## src/rtl/alu593_exec_unit.sv

```systemverilog
// ALU593 execution unit: accepts one op per start while idle and returns a 16-bit result with a done pulse.
// Latency is 1 cycle, or 9 for mul and 10 for sp_func1 (iterative shift-add); start while busy is dropped.
module alu593_exec_unit #(
    parameter int DATA_W = 8,
    parameter int RES_W  = 16
) (
    input  logic              clk,
    input  logic              reset_n,
    input  logic              start,
    input  logic [3:0]        op,
    input  logic [DATA_W-1:0] A,
    input  logic [DATA_W-1:0] B,
    output logic              busy,
    output logic              done,
    output logic [RES_W-1:0]  result,
    output logic              err
);
    localparam int CNT_W = $clog2(DATA_W) + 1;

    localparam logic [3:0] OP_NOP   = 4'd0;
    localparam logic [3:0] OP_ADD   = 4'd1;
    localparam logic [3:0] OP_AND   = 4'd2;
    localparam logic [3:0] OP_XOR   = 4'd3;
    localparam logic [3:0] OP_MUL   = 4'd4;
    localparam logic [3:0] OP_SPF1  = 4'd5;
    localparam logic [3:0] OP_SPF2  = 4'd6;
    localparam logic [3:0] OP_SPF3  = 4'd7;
    localparam logic [3:0] OP_LOAD  = 4'd8;
    localparam logic [3:0] OP_STORE = 4'd9;
    localparam logic [3:0] OP_NOP1  = 4'd15;

    typedef enum logic [1:0] {S_IDLE, S_EXEC1, S_MULT, S_ACCUM} state_t;

    state_t             state_q;
    logic [3:0]         op_q;
    logic [DATA_W-1:0]  a_q, b_q, stor_q, mplier_q;
    logic [RES_W-1:0]   mcand_q, prod_q, result_q;
    logic [CNT_W-1:0]   cnt_q;
    logic               busy_q, done_q, err_q;

    logic [RES_W-1:0]   exec_res_d;
    logic               exec_err_d, exec_keep_d;
    logic [RES_W-1:0]   a_ext, b_ext;

    assign a_ext = RES_W'(a_q);
    assign b_ext = RES_W'(b_q);

    // Single-cycle ops; subtraction wraps at RES_W so a borrow sign-extends naturally.
    always_comb begin
        exec_res_d  = '0;
        exec_err_d  = 1'b0;
        exec_keep_d = 1'b0;
        case (op_q)
            OP_NOP, OP_NOP1: exec_keep_d = 1'b1;
            OP_ADD:          exec_res_d  = a_ext + b_ext;
            OP_AND:          exec_res_d  = a_ext & b_ext;
            OP_XOR:          exec_res_d  = a_ext ^ b_ext;
            OP_SPF2:         exec_res_d  = a_ext - b_ext;
            OP_SPF3:         exec_res_d  = {b_q, a_q};
            OP_LOAD:         exec_res_d  = RES_W'(stor_q);
            OP_STORE:        exec_res_d  = a_ext;
            default:         exec_err_d  = 1'b1;
        endcase
    end

    always_ff @(posedge clk or negedge reset_n) begin
        if (!reset_n) begin
            state_q  <= S_IDLE;
            op_q     <= '0;
            a_q      <= '0;
            b_q      <= '0;
            stor_q   <= '0;
            mplier_q <= '0;
            mcand_q  <= '0;
            prod_q   <= '0;
            cnt_q    <= '0;
            result_q <= '0;
            busy_q   <= 1'b0;
            done_q   <= 1'b0;
            err_q    <= 1'b0;
        end else begin
            done_q <= 1'b0;
            err_q  <= 1'b0;
            case (state_q)
                S_IDLE: begin
                    if (start) begin
                        op_q   <= op;
                        a_q    <= A;
                        b_q    <= B;
                        busy_q <= 1'b1;
                        if (op == OP_MUL || op == OP_SPF1) begin
                            state_q  <= S_MULT;
                            mcand_q  <= RES_W'(A);
                            mplier_q <= B;
                            prod_q   <= '0;
                            cnt_q    <= '0;
                        end else begin
                            state_q <= S_EXEC1;
                        end
                    end
                end
                S_EXEC1: begin
                    done_q  <= 1'b1;
                    err_q   <= exec_err_d;
                    busy_q  <= 1'b0;
                    state_q <= S_IDLE;
                    if (!exec_keep_d) result_q <= exec_res_d;
                    if (op_q == OP_STORE) stor_q <= a_q;
                end
                S_MULT: begin
                    // One multiplier bit per cycle, then one extra cycle to publish or accumulate.
                    if (cnt_q == CNT_W'(DATA_W)) begin
                        if (op_q == OP_MUL) begin
                            result_q <= prod_q;
                            done_q   <= 1'b1;
                            busy_q   <= 1'b0;
                            state_q  <= S_IDLE;
                        end else begin
                            state_q <= S_ACCUM;
                        end
                    end else begin
                        if (mplier_q[0]) prod_q <= prod_q + mcand_q;
                        mcand_q  <= mcand_q << 1;
                        mplier_q <= mplier_q >> 1;
                        cnt_q    <= cnt_q + 1'b1;
                    end
                end
                S_ACCUM: begin
                    result_q <= prod_q + RES_W'(stor_q);
                    done_q   <= 1'b1;
                    busy_q   <= 1'b0;
                    state_q  <= S_IDLE;
                end
                default: state_q <= S_IDLE;
            endcase
        end
    end

    assign busy   = busy_q;
    assign done   = done_q;
    assign err    = err_q;
    assign result = result_q;
endmodule
```

## config.mk

```make
export PLATFORM = sky130hd
export DESIGN_NAME = alu593_exec_unit
export DESIGN_NICKNAME = d
export VERILOG_FILES = /design/src/rtl/alu593_exec_unit.sv
export SDC_FILE = /design/constraint.sdc
export NUM_CORES = 1
export LEC_CHECK = 0
export CORE_MARGIN = 1
export CORE_UTILIZATION = 55
export DETAILED_ROUTE_END_ITERATION = 8
export DONT_BUFFER_PORTS = 1
export MAX_ROUTING_LAYER = met4
export PLACE_DENSITY = 0.81
export SYNTH_ARGS = -nofsm -noshare
export SYNTH_HDL_FRONTEND = slang
export SYNTH_SLANG_ARGS = --single-unit
```

## constraint.sdc

```tcl
create_clock -name clk -period 2.91 [get_ports clk]
set_clock_uncertainty 0.05 [all_clocks]
set_input_delay 0.582 -clock clk [delete_from_list [all_inputs] [get_ports clk]]
set_output_delay 0.582 -clock clk [all_outputs]
set_load 0.03 [all_outputs]
```

==> qor.csv <==
stage,metric,value,unit
status,run status,"finished, final reports clean",
critical_path,Critical Path Fanout Max,8,
synth,Post-Synth Adder-Cell Area,9.807,%
synth,synthesized instance count,677,
drt,Vias/cell,6.465,
critical_path,CP Capture Type,flop,
sta,worst slew pin tran,0.7691,ns
critical_path,Crit Path Class,reg -> reg,
power_and_ir_drop,Max VDD drop,0.0006624,V
synth,Post-Syn Nets,746,
grt,initial antenna violation count,0,
grt,largest net degree at the start of global routing,94,
sta,Final Critical Period,2.692,ns
synth,synthesized cell area,6175,sq um
clocking,Root Driver,clkbuf_8,
final_layout,NumNets Final,748,
synth,ys flop type,dfrtp_1,
drt,DRT antenna net count,0,
synth,asr flop ratio synth,100.0,%
synth,Yosys top cell area share,37.69,%
critical_path,Crit path required time,3.11,ns
synth,"EDFF count, synth",0,
critical_path,R2R depth,9,
sta,Slew headroom,48.49,%
final_layout,Non-Filler Instances,823,
placement,RePlAce Congestion,0.9665,
synth,ranking of synthesized cells by area,"dfrtp_1 38%, ha_1 8.5%, o21ai_0 5.2%",
critical_path,CP startpoint,a_q[0],
drt,WL final,16700,microns
critical_path,Worst Path Buf+Inv,1,
critical_path,worst reg2reg setup slack,0.22,ns
drt,DRT Pass-1 Iters,5,
placement,DP Cell Count,807,
die,die height,108.0,microns
min_path,Hold WC Path Type,in -> async,
drt,DRC Markers,0,
synth,XOR/XNOR share of the synthesized area,3.546,%
grt,vias in the first global route,5195,
clocking,CTS tree,built,
critical_path,critical path's largest stage delay,0.44,ns
synth,post-synthesis mux area share,6.180,%
power_and_ir_drop,Power Density,1190,nW/um^2
synth,Synth Area in Compound Gates,22.21,%
sta,setup TNS,0,ns
clocking,clk buf depth,2,
drt,total number of vias,5321,
synth,sequential fraction of the synthesis area,37.69,%
critical_path,capture point of the worst path,result[8],
job,MaxCap Viol Count,0,
final_layout,most frequent cells in the layout,"93 x dfrtp_1, 65 x nand2_1, 64 x o21ai_0",
sta,fmax,371.4,MHz
placement,buffers added on ports,0,
final_layout,fillers,920,
critical_path,Worst R2R Start,a_q[0],
clocking,total CTS buffers,9,
final_layout,antenna cells,0,
synth,main combinational cell family by area after synthesis,compound AO/OA/AOI/OAI gates,
sta,fin crit share,92.52,%
grt,GRT overflow,0,
final_layout,share of cells above drive strength 1,9.810,%
clocking,htree depth,3,
synth,Seq cells post-synth,93,
die,Core Rows,38,
sta,"Slew Viols, Final",0,
sta,final hold vios,0,
critical_path,Reg-to-Reg End,result[8],
placement,Post-DP HPWL,12720,microns
die,Die ar.,11650,sq um
drt,1st-iter DRT viols,454,
power_and_ir_drop,static leakage,2.869,nW
critical_path,"Critical Path, Cell by Cell",inv_1 -> ha_1 -> fa_1 -> nor2b_1 -> o2111ai_1 -> nand2_1 -> a31oi_1 -> o311ai_1 -> o211ai_1,
critical_path,crit start category,flop,
synth,simple-gate portion of the synthesized area,16.31,%
final_layout,"commonest non-fill, non-tap cell in the layout",dfrtp_1,
power_and_ir_drop,total power,7.841,mW
critical_path,Critical Path AT,2.89,ns
grt,Global Route Usage Sum,31.92,%
die,chip width,108.0,microns
synth,Mean Syn Cell Area,9.121,sq um
drt,DR WL/cell,20.29,microns
critical_path,Worst path top cell family by delay,compound AO/OA/AOI/OAI gates,
clocking,CTS sink count,93,
clocking,"Reg clk slew, reported paths",0.10,ns
die,# IOs,42,
synth,YS warnings,0,
final_layout,area grow syn2layout,6.727,%
sta,RSZ-0062 raised after global routing,false,
critical_path,Critical Path Stages,9,
synth,Synth area leader,dfrtp_1,
synth,Yosys cell types,63,
die,Core Region,10890,sq um
clocking,clk_lat worst skew,0.39,ns
sta,# setup viols final,0,
critical_path,Critical-path top delay cell,o311ai_1,
grt,first-pass GRT wire length,26880,microns
die,Initial Util,56.71,%
==> cells in the mapped netlist (all sizes together), types with 11 or more instances <==
library cell / n
a22o: 12
buf: 11
nand2: 67
xor2: 12
o21ai: 66
nor2b: 14
a21o: 12
inv: 29
nor3: 17
ha: 42
a21oi: 48
dfrtp: 93
mux2: 17
xnor2: 13
nand3: 21
mux2i: 19
nor2: 43
clkbuf: 21
==> cell families after synthesis <==
| family | Yosys count |
|---|---|
| xor gates and xnor gates | 25 |
| DFF | 93 |
| adders and majority gates | 46 |
| AOI/OAI and AO/OA | 212 |
| buffers and inverters | 61 |
| and+or+nand+nor | 204 |
| muxes | 36 |
==> stage by stage <==
stage	hold slack, ns	worst slack (ns)	utilization, %	instance area (sq um)
floorplan	0.2364	0.5228	-	6175
global placement	0.2406	0.2407	58.47	6366
detailed placement	0.2401	0.1594	58.47	6366
CTS	0.06761	0.1413	60.53	6590
global route	0.07007	0.07823	60.53	6590
finish	0.04606	0.2176	60.53	6590
==> layout make-up <==
cell class | instances | area (sq um) | share of cell area, %
flip-flops and latches | 93 | 2327 | 35.31
well taps | 140 | 175.2 | 2.658
multi-input cells | 523 | 3590 | 54.47
inverters | 29 | 108.9 | 1.652
repair buffers | 23 | 192.7 | 2.924
clock buffers | 9 | 123.9 | 1.880
clock inverters | 6 | 72.57 | 1.101
==> power breakdown <==
group          leakage [nW]  switching [mW]  total [mW]  internal [mW]
sequential             1.20           0.931        2.77           1.84
combinational          1.58            2.43        4.16           1.73
clock                0.0963           0.509       0.910          0.402
==> flip-flops by register name, summed over array words and instances (netlist names) <==
signal    count
a_q           8
b_q           8
busy          1
cnt_q         4
done          1
err           1
mcand_q      16
mplier_q      8
op_q          4
prod_q       16
result       16
state_q       2
stor_q        8
==> how the worst min path moves through the flow <==
stage                 start    endpoint  slack [ns]  depth (start not counted)
floorplan           reset_n      a_q[0]        0.24                          0
global placement    reset_n  result[14]        0.24                          0
detailed placement  reset_n  result[14]        0.24                          0
CTS                 reset_n   prod_q[2]        0.07                          1
global route        reset_n      b_q[7]        0.07                          1
finish              reset_n      b_q[6]        0.05                          1
==> per-layer routing <==
| layer | global-route usage (%) | share of wire [%] | up-vias |
|---|---|---|---|
| li1 | - | - | 2477 |
| met1 | 40.86 | 42 | 2572 |
| met2 | 49.00 | 47 | 234 |
| met3 | 6.872 | 7.9 | 38 |
| met4 | 13.50 | 3.1 | 0 |
| met5 | - | 0 | - |
==> what timing repair did <==
item                                   4_1_cts  5_1_grt
setup endpoints to repair                    0        1
hold buffers                                 1        0
endpoints found under the hold margin       93        0
gates resized for setup                      0        1
setup buffers                                0        0
==> worst register-to-register path: cells and delay by family (launching register included) <==
family,cells,cell delay (ns)
fa+ha+maj,2,0.65
compound gates,4,1.02
buf+inv,1,0.10
flops,1,0.39
simple gates,2,0.34
Note: power is estimated with default switching activity, not from simulation.
